## src/rtl/snes_cmd_pkg.sv

```systemverilog
// Shared constants for the SNES command scheduler: command codes, button bit positions, FSM states.
// No logic; imported by the scheduler and its FIFO.
// Backpressure: not applicable.
package snes_cmd_pkg;

    localparam logic [2:0] CMD_LEFT      = 3'd0;
    localparam logic [2:0] CMD_RIGHT     = 3'd1;
    localparam logic [2:0] CMD_SOFT_DROP = 3'd2;
    localparam logic [2:0] CMD_HARD_DROP = 3'd3;
    localparam logic [2:0] CMD_ROT_CW    = 3'd4;
    localparam logic [2:0] CMD_ROT_CCW   = 3'd5;
    localparam logic [2:0] CMD_PAUSE     = 3'd6;
    localparam logic [2:0] CMD_RESTART   = 3'd7;

    localparam int BTN_B      = 14;
    localparam int BTN_Y      = 13;
    localparam int BTN_SELECT = 12;
    localparam int BTN_START  = 11;
    localparam int BTN_UP     = 10;
    localparam int BTN_DOWN   = 9;
    localparam int BTN_LEFT   = 8;
    localparam int BTN_RIGHT  = 7;
    localparam int BTN_A      = 6;
    localparam int BTN_X      = 5;
    localparam int BTN_L      = 4;
    localparam int BTN_R      = 3;

    localparam int NUM_CMDS = 8;
    localparam int NUM_DAS  = 3;

    typedef enum logic {
        ST_IDLE  = 1'b0,
        ST_ISSUE = 1'b1
    } sched_state_t;

    // Priority encoder: lowest-numbered set bit wins.
    function automatic logic [2:0] lowest_set(input logic [NUM_CMDS-1:0] m);
        lowest_set = 3'd0;
        for (int i = NUM_CMDS - 1; i >= 0; i--) begin
            if (m[i]) lowest_set = 3'(i);
        end
    endfunction

endpackage

```

## src/rtl/cmd_fifo.sv

```systemverilog
// Generic synchronous FIFO with a registered-storage head output.
// Latency: a push is visible at the head on the next cycle.
// Backpressure: push is ignored when full unless a pop happens in the same cycle.
module cmd_fifo #(
    parameter int WIDTH = 3,
    parameter int DEPTH = 4
) (
    input  logic             i_clk,
    input  logic             i_rst,
    input  logic             i_push,
    input  logic [WIDTH-1:0] i_push_dat,
    input  logic             i_pop,
    output logic             o_full,
    output logic             o_empty,
    output logic [WIDTH-1:0] o_head
);

    localparam int AW = (DEPTH > 1) ? $clog2(DEPTH) : 1;
    localparam logic [AW:0] FULL_CNT = (AW + 1)'(DEPTH);

    logic [WIDTH-1:0] mem_q [DEPTH];
    logic [WIDTH-1:0] mem_d [DEPTH];
    logic [AW-1:0]    wr_q, wr_d;
    logic [AW-1:0]    rd_q, rd_d;
    logic [AW:0]      cnt_q, cnt_d;
    logic             pop_ok;
    logic             push_ok;

    assign o_empty = (cnt_q == '0);
    assign o_full  = (cnt_q == FULL_CNT);
    assign o_head  = mem_q[rd_q];
    assign pop_ok  = i_pop && !o_empty;
    assign push_ok = i_push && (!o_full || pop_ok);

    always_comb begin
        mem_d = mem_q;
        wr_d  = wr_q;
        rd_d  = rd_q;
        cnt_d = cnt_q;
        if (push_ok) begin
            mem_d[wr_q] = i_push_dat;
            wr_d        = wr_q + AW'(1);
        end
        if (pop_ok) begin
            rd_d = rd_q + AW'(1);
        end
        case ({push_ok, pop_ok})
            2'b10:   cnt_d = cnt_q + (AW + 1)'(1);
            2'b01:   cnt_d = cnt_q - (AW + 1)'(1);
            default: cnt_d = cnt_q;
        endcase
    end

    always_ff @(posedge i_clk) begin
        if (i_rst) begin
            mem_q <= '{default: '0};
            wr_q  <= '0;
            rd_q  <= '0;
            cnt_q <= '0;
        end else begin
            mem_q <= mem_d;
            wr_q  <= wr_d;
            rd_q  <= rd_d;
            cnt_q <= cnt_d;
        end
    end

endmodule

```

## src/rtl/snes_cmd_sched.sv

```systemverilog
// Turns SNES poll snapshots into game commands: press edges, DAS repeats, priority serialisation.
// Latency: strobe at t -> first push at t+1 -> o_cmd_valid at t+2 (empty FIFO), 1 push per cycle.
// Backpressure: i_cmd_ready stalls the FIFO head; events hitting a full FIFO are dropped with o_cmd_ovf.
module snes_cmd_sched
    import snes_cmd_pkg::*;
#(
    parameter int DAS_DELAY  = 16,
    parameter int DAS_RATE   = 4,
    parameter int FIFO_DEPTH = 4
) (
    input  logic        i_clk,
    input  logic        i_rst,
    input  logic [14:0] i_btn_state,
    input  logic        i_btn_state_en,
    output logic        o_cmd_valid,
    output logic [2:0]  o_cmd,
    input  logic        i_cmd_ready,
    output logic        o_cmd_ovf
);

    localparam logic [7:0] DLY    = 8'(DAS_DELAY);
    localparam logic [7:0] RELOAD = 8'(DAS_DELAY - DAS_RATE);

    logic [NUM_CMDS-1:0] cur;
    logic [NUM_CMDS-1:0] prev_q, prev_d;
    logic [NUM_CMDS-1:0] mask_q, mask_d;
    logic [NUM_CMDS-1:0] ev;
    logic [NUM_CMDS-1:0] clr;
    logic [7:0]          cnt_q [NUM_DAS];
    logic [7:0]          cnt_d [NUM_DAS];
    logic [7:0]          cnt_inc;
    sched_state_t        state_q, state_d;
    logic                ovf_q, ovf_d;
    logic                lr_hold;
    logic                push_req;
    logic                push;
    logic                pop;
    logic                drop;
    logic [2:0]          push_code;
    logic                fifo_full;
    logic                fifo_empty;
    logic [2:0]          fifo_head;
    logic                unused_btn;

    // Mapped bit position equals command code.
    assign cur = {i_btn_state[BTN_SELECT], i_btn_state[BTN_START], i_btn_state[BTN_B],
                  i_btn_state[BTN_A], i_btn_state[BTN_UP], i_btn_state[BTN_DOWN],
                  i_btn_state[BTN_RIGHT], i_btn_state[BTN_LEFT]};
    assign unused_btn = ^{i_btn_state[BTN_Y], i_btn_state[BTN_X], i_btn_state[BTN_L],
                          i_btn_state[BTN_R], i_btn_state[2:0]};

    assign o_cmd_valid = !fifo_empty;
    assign o_cmd       = fifo_head;
    assign o_cmd_ovf   = ovf_q;

    always_comb begin
        prev_d  = prev_q;
        cnt_d   = cnt_q;
        cnt_inc = '0;
        ev      = '0;
        lr_hold = cur[CMD_LEFT] && cur[CMD_RIGHT];
        if (i_btn_state_en) begin
            prev_d = cur;
            ev     = cur & ~prev_q;
            // DAS counter index i drives command code i (LEFT, RIGHT, SOFT_DROP).
            for (int i = 0; i < NUM_DAS; i++) begin
                cnt_inc = cnt_q[i] + 8'd1;
                if (!cur[i] || !prev_q[i]) begin
                    cnt_d[i] = '0;
                end else if (lr_hold && i < 2) begin
                    cnt_d[i] = cnt_q[i];
                end else if (cnt_q[i] < DLY) begin
                    if (cnt_inc == DLY) begin
                        ev[i]    = 1'b1;
                        cnt_d[i] = RELOAD;
                    end else begin
                        cnt_d[i] = cnt_inc;
                    end
                end
            end
        end
    end

    always_comb begin
        push_req  = 1'b0;
        push_code = lowest_set(mask_q);
        pop       = o_cmd_valid && i_cmd_ready;
        case (state_q)
            ST_IDLE:  push_req = 1'b0;
            ST_ISSUE: push_req = 1'b1;
            default:  push_req = 1'b0;
        endcase
        drop    = push_req && fifo_full && !pop;
        push    = push_req && !drop;
        clr     = push_req ? (8'b1 << push_code) : 8'b0;
        mask_d  = (mask_q & ~clr) | ev;
        state_d = (mask_d != '0) ? ST_ISSUE : ST_IDLE;
        ovf_d   = drop;
    end

    always_ff @(posedge i_clk) begin
        if (i_rst) begin
            prev_q  <= '0;
            mask_q  <= '0;
            cnt_q   <= '{default: '0};
            state_q <= ST_IDLE;
            ovf_q   <= 1'b0;
        end else begin
            prev_q  <= prev_d;
            mask_q  <= mask_d;
            cnt_q   <= cnt_d;
            state_q <= state_d;
            ovf_q   <= ovf_d;
        end
    end

    cmd_fifo #(
        .WIDTH (3),
        .DEPTH (FIFO_DEPTH)
    ) u_cmd_fifo (
        .i_clk      (i_clk),
        .i_rst      (i_rst),
        .i_push     (push),
        .i_push_dat (push_code),
        .i_pop      (pop),
        .o_full     (fifo_full),
        .o_empty    (fifo_empty),
        .o_head     (fifo_head)
    );

endmodule
```

## config.mk

```make
export PLATFORM = sky130hd
export DESIGN_NAME = snes_cmd_sched
export DESIGN_NICKNAME = d
export VERILOG_FILES = /design/src/rtl/snes_cmd_pkg.sv /design/src/rtl/cmd_fifo.sv /design/src/rtl/snes_cmd_sched.sv
export SDC_FILE = /design/constraint.sdc
export NUM_CORES = 1
export LEC_CHECK = 0
export ABC_CLOCK_PERIOD_IN_PS = 9000
export BUFFER_PORTS_ARGS = -buffer_cell sky130_fd_sc_hd__buf_4
export CAP_MARGIN = 40
export CORE_ASPECT_RATIO = 0.8
export CORE_MARGIN = 4
export CORE_UTILIZATION = 45
export CTS_CLUSTER_DIAMETER = 100
export DETAILED_ROUTE_END_ITERATION = 6
export GPL_ROUTABILITY_DRIVEN = 0
export HOLD_SLACK_MARGIN = 0.02
export PLACE_DENSITY = 0.73
export SLEW_MARGIN = 20
export SYNTH_ARGS = -nofsm -noshare
export SYNTH_HDL_FRONTEND = slang
export SYNTH_SLANG_ARGS = --single-unit
```

## constraint.sdc

```tcl
create_clock -name i_clk -period 9 [get_ports i_clk]
set_input_delay 2.7 -clock i_clk [delete_from_list [all_inputs] [get_ports i_clk]]
set_output_delay 2.7 -clock i_clk [all_outputs]
set_load 0.005 [all_outputs]
```

After elaboration in Yosys (flattened, before gate mapping):

Cells that the tools add are included.

* word-level logic and storage cells: 116
* bits in registers: 61
* input port bits: 19
* output and inout port bits: 5

* multiplexer cells: 41
* shift-type cells: 1
* add/sub/neg operators: 7
* reductions and logical operators: 31
* equal/unequal tests: 8
* order comparisons: 6
* bitwise gates (word level): 8

Operators with widths (number)
* 8-bit 2-to-1 mux: 13
* 3-bit 2-to-1 mux: 11
* 8-bit by 1-bit adder with 8-bit output, second input constant: 3
* 8-bit by 5-bit equality test with 1-bit output, second input constant: 3
* 8-bit by 5-bit less-than comparator with 1-bit output, second input constant: 3
* 8-bit AND: 2
* 8-bit NOT: 2
* 12-bit bitwise mux: 1
* 1-bit 2-to-1 mux: 12
* 1-bit logical NOT: 10
* 1-bit logical AND: 8
* 8-bit bitwise OR: 1
* 2-bit nonzero test: 4
* 8-bit nonzero test: 1
* 1-bit by 3-bit left shift with 8-bit output, first input constant: 1
* 3-bit binary-select mux with 2-bit select: 1
* 3-bit demux with 2-bit select: 1
* 3-bit greater-or-equal comparator, second input constant: 2
* 2-bit NOT with 3-bit output: 2
* 3-bit case mux with 2 select lines: 1
* 3-bit AND reduction: 2
* 2-bit by 1-bit adder with 2-bit output, second input constant: 2
* 1-bit logical OR: 4
* 2-bit by 1-bit != test with 1-bit output, second input constant: 2
* other kinds (10): 10

Logic depth before layout (Yosys ltp):

Gate-level depths: netlist of run 1.

* word-level depth: 15
* mapped depth: 10
* gate-level depth less buffers: 9

By module:

Synthesis of run 1 repeated with hierarchy kept, for this count alone.

* cells, all modules: 342
* area total of the unflattened synthesis: 3052.9 um^2

Modules (own cells, without submodules)
* snes_cmd_sched: seq. area each 840.8 um^2, cells an instance 247, area each 2088.3 um^2, instances 1
* cmd_fifo: seq. area each 380.4 um^2, cells an instance 95, area each 964.7 um^2, instances 1

Worst setup path before layout of run 1:

OpenSTA, ideal clock, no wires.

* path type: input to register
* from: input i_cmd_ready
* to: register u_cmd_fifo.cnt_q[2]
* stages: 10
* setup time: 70 ps
* data required time: 8930 ps
* slack: 4161 ps
* arrival time: 4768 ps
* cell sequence: or4b_1 -> and2_1 -> clkbuf_1 -> inv_1 -> ha_1 -> inv_1 -> fa_1 -> xor2_1 -> or3_1 -> a21oi_1

* longest elaborated chain between the ends: 8
* elaborated cells on any way between the ends: 12
* those cells by class: eq/ne: 2; mux: 1; reduce/logical: 9

Ends and longest elaborated chain
* start, declared: line snes_cmd_sched.sv:17 `input logic i_cmd_ready,`
* 1-bit logical AND *: line snes_cmd_sched.sv:87 `pop = o_cmd_valid && i_cmd_ready;`
* 1-bit logical NOT: line snes_cmd_sched.sv:93 `drop = push_req && fifo_full && !pop;`
* 1-bit logical AND: line snes_cmd_sched.sv:93
* 1-bit logical NOT: line snes_cmd_sched.sv:94 `push = push_req && !drop;`
* 1-bit logical AND: line snes_cmd_sched.sv:94
* 1-bit logical AND: line cmd_fifo.sv:33 `assign push_ok = i_push && (!o_full || pop_ok);`
* 2-bit by 1-bit equality test with 1-bit output / 2-bit equality test (equally long branches): line cmd_fifo.sv:47 `case ({push_ok, pop_ok})`
* 3-bit case mux with 2 select lines / 2-bit nonzero test (equally long branches)
* end signal, assigned: line cmd_fifo.sv:64 `cnt_q <= cnt_d;`
* end, declared: line cmd_fifo.sv:25 `logic [AW:0] cnt_q, cnt_d;`

Every way passes the cells marked *; elsewhere a longest branch is shown, timed or not.
A chain may end at the register's enable or synchronous reset.

Final worst setup path of run 1:

Same ends and word-level chain as after synthesis.

==> flow_summary.toml, run 1 <==
[routing]
drt_first_pass_iters = 4
vias_per_cell = 5.56
wl_per_cell_um = 13.3
drc = 0
ant_nets = 0
num_vias = 2467
drt_iter0_markers = 154
routed_wl_um = 5930

[sta]
fin_tns_setup_ps = 0
setup_viol = 0
finalWorstSetupSlack_ps = 4140
worstMarginPinSlew_ps = 775
period_share_pct = 54.1
fin_skew_ps = 4.45
drv_slew = 0
hold_viol = 0
slew_headroom_pct = 47.6
fmax_mhz = 206
rsz0062_at_grt = "false"
min_period_ps = 4860
fin_hold_ws_ps = 454

[global_routing]
grt_max_degree = 52
grt_first_pass_wirelength_um = 10500
grt_usage_pct = 16.4
grt-ovfl-total = 0
grt_pass1_vias = 2368
antenna_found_initial = 0

[critical_path]
path_cells = "buf_4 > or4b_1 > and2_1 > inv_1 > ha_1 > inv_1 > fa_1 > xor2_1 > or3_1 > a21oi_1"
cp_max_fo = 19
slowest_stage = "or4b_1"
path_delay_family = "simple AND/OR/NAND/NOR gates"
critPathRequiredTime_ps = 9270
endpoint = "u_cmd_fifo.cnt_q[2]"
r2r_start = "u_cmd_fifo.cnt_q[1]"
r2r_end = "u_cmd_fifo.cnt_q[2]"
reg2reg_slack_ps = 6220
r2r_cells = 9
start_kind = "primary input"
cp_num_cells = 10
crit_type = "primary input to flop"
cp_slowest_stage_delay_ps = 530
cp.arrival_ps = 5130
crit_start = "i_cmd_ready"
path_buf_inv = 3
end_kind = "flop"
cpMostUsedCell = "inv_1"

[synth]
async_reset_ff_share_pct = 0
yosys_warnings = 0
synth_edf_count = 0
ys_types = 51
syn_area_um2 = 2940
synth_flop_cell = "dfxtp_1"
synth-seq-area-share_pct = 41.6
synth_cells = 346
ys_seq_elements = 61
syn_area_per_cell_um2 = 8.49
syn_nets = 376

[final_layout]
layout_commonest_cell = "dfxtp_1"
multi_input_area_um2 = 1610
nets = 386
fill_cells = 631
final_cell_mix = "dfxtp_1 (61), nand2_1 (37), a21oi_1 (37), nor2_1 (27), nand3_1 (21)"
n_antenna_cell = 0
drive_above_1_share_pct = 10.0
regArea_um2 = 1220
area_growth_pct = 12.1

[power_and_ir_drop]
p_per_area_nw_per_um2 = 200
power.leakage_uw = 0.00126
irDropWorstVdd_mv = 0.172

[clocking]
cts.sinks = 61
root_buffer = "clkbuf_8"
path_clk_slew_ps = 60
cts-resized-gates = 0
cts_buffers = 9
cts_hold_buf = 0
htree_levels = 3
clk_path_buf_depth = 2
clkLatencyLatePin_ps = 340
cts_setup_buffers = 0
cts_tree = "done"

[outcome]
outcome = "finished, final reports clean"

[die]
io_pins = 24
die_h_um = 80.3
die-width_um = 98.3
die-area_um2 = 7890
start_util_pct = 46.1
rows = 26
coreArea_um2 = 6380

[placement]
numPortBuffers = 16
dp_slack_ps = 3790
hpwlAfterDp_um = 4130

[job]
cap_violations = 0

[hold_path]
min_path_type = "flop to flop"
[layout make-up]
cell class / count / share of cell area [%]
multi-input cells: 256 / 48.7
inverters: 12 / 1.37
clock buffers: 15 / 5.97
flip-flops and latches: 61 / 37.1
repair buffers: 16 / 3.65
well taps: 84 / 3.19
[cell usage after synthesis (all sizes together), types with 3 or more instances]
| library cell | instances | area [µm²] |
|---|---|---|
| a211oi | 4 | 30.0 |
| a21oi | 38 | 194 |
| a31oi | 9 | 56.3 |
| a41oi | 3 | 26.3 |
| and2 | 3 | 18.8 |
| and3 | 12 | 75.1 |
| clkbuf | 15 | 56.3 |
| dfxtp | 61 | 1220 |
| ha | 10 | 125 |
| inv | 12 | 45.0 |
| mux2i | 7 | 70.1 |
| mux4 | 3 | 67.6 |
| nand2 | 37 | 139 |
| nand2b | 4 | 25.0 |
| nand3 | 21 | 105 |
| nand3b | 3 | 22.5 |
| nand4 | 5 | 31.3 |
| nor2 | 27 | 101 |
| nor2b | 3 | 18.8 |
| nor3 | 7 | 35.0 |
| o21a | 3 | 22.5 |
| o21ai | 12 | 60.1 |
| o22ai | 3 | 18.8 |
| or3 | 6 | 37.5 |
| or4b | 3 | 30.0 |
| xnor2 | 3 | 26.3 |
| xor2 | 4 | 35.0 |
[worst min-delay path, cell delays in order, from the launching register on]
cell,delay [ps]
dfxtp_1,310
nand2_1,50
a21oi_1,50
[per-stage QoR]
stage	area, µm²	utilization [%]	power [µW]	instances
6_report	3290	51.6	657	444
5_1_grt	3290	51.6	694	444
4_1_cts	3290	51.6	663	444
3_5_place_dp	3100	48.6	426	429
3_3_place_gp	3100	48.6	423	429
2_1_floorplan	2940	-	395	346
[kinds of logic (layout without fill, tap and decap cells)]
kind of cell	after synthesis	count (layout)	synth area share [%]
AOI/OAI and AO/OA	84	84	17.3
xor gates and xnor gates	7	7	2.09
adders and majority gates	11	11	4.94
buffers and inverters	29	43	3.75
DFF	61	61	41.6
muxes	10	10	4.69
and+or+nand+nor	144	144	25.7
[flip-flops by register name, summed over array words and instances (netlist names)]
register,count
u_cmd_fifo.cnt_q,3
u_cmd_fifo.wr_q,2
u_cmd_fifo.mem_q,12
cnt_q,24
u_cmd_fifo.rd_q,2
o_cmd_ovf,1
mask_q,8
prev_q,8
state_q,1
[worst min path at each step]
stage | startpoint | end | slack, ps | cells past startpoint
2_1_floorplan | u_cmd_fifo.mem_q[3] | u_cmd_fifo.mem_q[3] | 430 | 2
3_3_place_gp | u_cmd_fifo.mem_q[0] | u_cmd_fifo.mem_q[0] | 450 | 2
3_5_place_dp | u_cmd_fifo.mem_q[2] | u_cmd_fifo.mem_q[2] | 450 | 2
4_1_cts | u_cmd_fifo.mem_q[2] | u_cmd_fifo.mem_q[2] | 460 | 2
5_1_grt | u_cmd_fifo.mem_q[1] | u_cmd_fifo.mem_q[1] | 490 | 2
6_report | u_cmd_fifo.mem_q[1] | u_cmd_fifo.mem_q[1] | 450 | 2
[metal layers]
layer  up-vias  wire length (µm)  GRT usage, %
li1       1273                 -             -
met1      1136              2960          20.4
met2        45              2580          26.7
met3        13               261          4.86
met4         0               123          6.55
met5         -                 0             0
[where the power goes]
group	switching, µW	internal (µW)
registers	20.5	288
logic	59.4	53.2
clock network	100	136
total	180	478
Note: power is estimated with default switching activity, not from simulation.
==> inputs of run 2 (changes only) <==
--- a/config.mk
+++ b/config.mk
@@ -5,7 +5,8 @@
 export SDC_FILE = /design/constraint.sdc
 export NUM_CORES = 1
 export LEC_CHECK = 0
-export ABC_CLOCK_PERIOD_IN_PS = 9000
+export ABC_AREA = 1
+export ABC_CLOCK_PERIOD_IN_PS = 4000
 export BUFFER_PORTS_ARGS = -buffer_cell sky130_fd_sc_hd__buf_4
 export CAP_MARGIN = 40
 export CORE_ASPECT_RATIO = 0.8
@@ -15,7 +16,7 @@
 export DETAILED_ROUTE_END_ITERATION = 6
 export GPL_ROUTABILITY_DRIVEN = 0
 export HOLD_SLACK_MARGIN = 0.02
-export PLACE_DENSITY = 0.73
+export PLACE_DENSITY = 0.75
 export SLEW_MARGIN = 20
 export SYNTH_ARGS = -nofsm -noshare
 export SYNTH_HDL_FRONTEND = slang
==> constraint.sdc (replaced) <==
create_clock -name i_clk -period 4 [get_ports i_clk]
set_input_delay 1.2 -clock i_clk [delete_from_list [all_inputs] [get_ports i_clk]]
set_output_delay 1.2 -clock i_clk [all_outputs]
set_load 0.005 [all_outputs]
==> run 2 against run 1 <==
Compared with the run above:
- sequential cell count unchanged
- via count increased by 18%
- synthesized cell count increased by 34%
- largest power group unchanged
==> flow_summary.toml, run 2 <==
[critical_path]
crit_type = "flop to primary output"
start_kind = "flop"
cp.arrival_ps = 1450
critPathRequiredTime_ps = 2800
end_kind = "primary output"
cp_max_fo = 8

[synth]
synth_edf_count = 0
ys_types = 33
syn_area_um2 = 3170
synth_area_leaders = "dfxtp_1 (39%), nand2_1 (13%), inv_1 (7.5%)"
ys_seq_elements = 61
syn_nets = 495
yosys_warnings = 0
synth_top_area_share_pct = 38.5
synth_cells = 465
synth_flop_cell = "dfxtp_1"
synth.top_cells.by_count = "nand2_1 (106), inv_1 (63), dfxtp_1 (61)"
syn_area_per_cell_um2 = 6.82
synth-seq-area-share_pct = 38.5
async_reset_ff_share_pct = 0
synth_most_common_cell = "nand2_1"
yosysTopAreaCell = "dfxtp_1"

[final_layout]
drive_above_1_share_pct = 11.5
regMostFlops = "cnt_q"
area_growth_pct = 13.7
n_antenna_cell = 0
reg_top3 = "cnt_q (24), u_cmd_fifo.mem_q (12)"
largest_reg_flops = 24
final_cell_mix = "nand2_1 (106), inv_1 (63), dfxtp_1 (61), nor2_1 (46), a21oi_1 (46)"
layout_commonest_cell = "nand2_1"
nets = 513

[placement]
numPortBuffers = 16
hpwlAfterDp_um = 4820

[clocking]
cts_hold_buf = 0
cts_tree = "done"
path_clk_slew_ps = 70
cts_buffers = 9
clkLatencyLatePin_ps = 340
cts.sinks = 61
htree_levels = 3
cts_setup_buffers = 0
cts-resized-gates = 0
root_buffer = "clkbuf_8"
clk_path_buf_depth = 2

[die]
io_pins = 24
start_util_pct = 46.2
rows = 27
die_h_um = 83.1
coreArea_um2 = 6860
die-area_um2 = 8460
die-width_um = 102

[power_and_ir_drop]
irDropWorstVdd_mv = 0.325
power.leakage_uw = 0.00158
p_per_area_nw_per_um2 = 464

[sta]
fin_skew_ps = 9.30
setup_viol = 0
hold_viol = 0
worstMarginPinSlew_ps = 592
slew_headroom_pct = 60.5
fin_tns_setup_ps = 0
fin_hold_ws_ps = 465
min_period_ps = 2650
fmax_mhz = 378
rsz0062_at_grt = "false"
drv_slew = 0
period_share_pct = 66.2

[global_routing]
grt_first_pass_wirelength_um = 11800
grt_max_degree = 40
grt_usage_pct = 17.0
antenna_found_initial = 0
grt_pass1_vias = 2778
grt-ovfl-total = 0

[job]
cap_violations = 0

[routing]
num_vias = 2913
routed_wl_um = 6500
ant_nets = 0
wl_per_cell_um = 11.3
drt_first_pass_iters = 5
drc = 0
drt_iter0_markers = 120
vias_per_cell = 5.07

[hold_path]
min_path_type = "flop to flop"

[outcome]
outcome = "finished, final reports clean"
[run 2: layer usage]
metal  part of all wire [%]  GRT usage, %  vias to the layer above
li1                       -             -                     1538
met1                     49          22.4                     1332
met2                     46          26.5                       33
met3                    3.2          4.87                       10
met4                    1.6          5.60                        0
met5                      0             0                        -
[run 2: final cells by class]
type	instances	area, µm²
clock inverters	6	110
well taps	87	109
flip-flops and latches	61	1220
multi-input cells	327	1650
repair buffers	16	120
fillers	670	3250
clock buffers	10	138
inverters	68	258
[run 2: cell families after synthesis]
kind of cell,Yosys count,synth area share [%]
AND/OR/NAND/NOR,221,31.4
adder cells (fa/ha/maj),11,4.58
flip-flops,61,38.5
XOR/XNOR,3,0.829
AO/OA/AOI/OAI,92,15.2
buffers and inverters,77,9.47
[run 2: power breakdown]
part / internal (µW) / switching, µW / total [µW]
Combinational: 119 / 191 / 310
Clock: 429 / 242 / 671
Sequential: 655 / 34.4 / 690
Total: 1200 / 467 / 1670
[run 2: critical path: stages (launching register included)]
cell and delay (ps):
dfxtp_1 480, inv_1 190, o21ai_0 200, o22ai_1 100, buf_4 140
[run 2: worst paths after layout]
check | start | to | slack [ps] | depth (start not counted)
worst max-delay path | u_cmd_fifo.rd_q[0] | o_cmd[0] | 1350 | 4
worst min-delay path | prev_q[5] | prev_q[5] | 460 | 2
worst max register to register | u_cmd_fifo.cnt_q[1] | u_cmd_fifo.cnt_q[2] | 1790 | 12
worst min register to register | prev_q[5] | prev_q[5] | 460 | 2
[run 2: stage by stage]
stage	area (µm²)	total power [µW]	instances	worst slack (ps)	util [%]
after floorplan	3170	905	465	1400	-
after global placement	3360	996	559	1130	48.9
after detailed placement	3360	1010	559	1080	48.9
after CTS	3600	1690	575	1350	52.5
after global routing	3600	1780	575	1210	52.5
final	3600	1670	575	1350	52.5
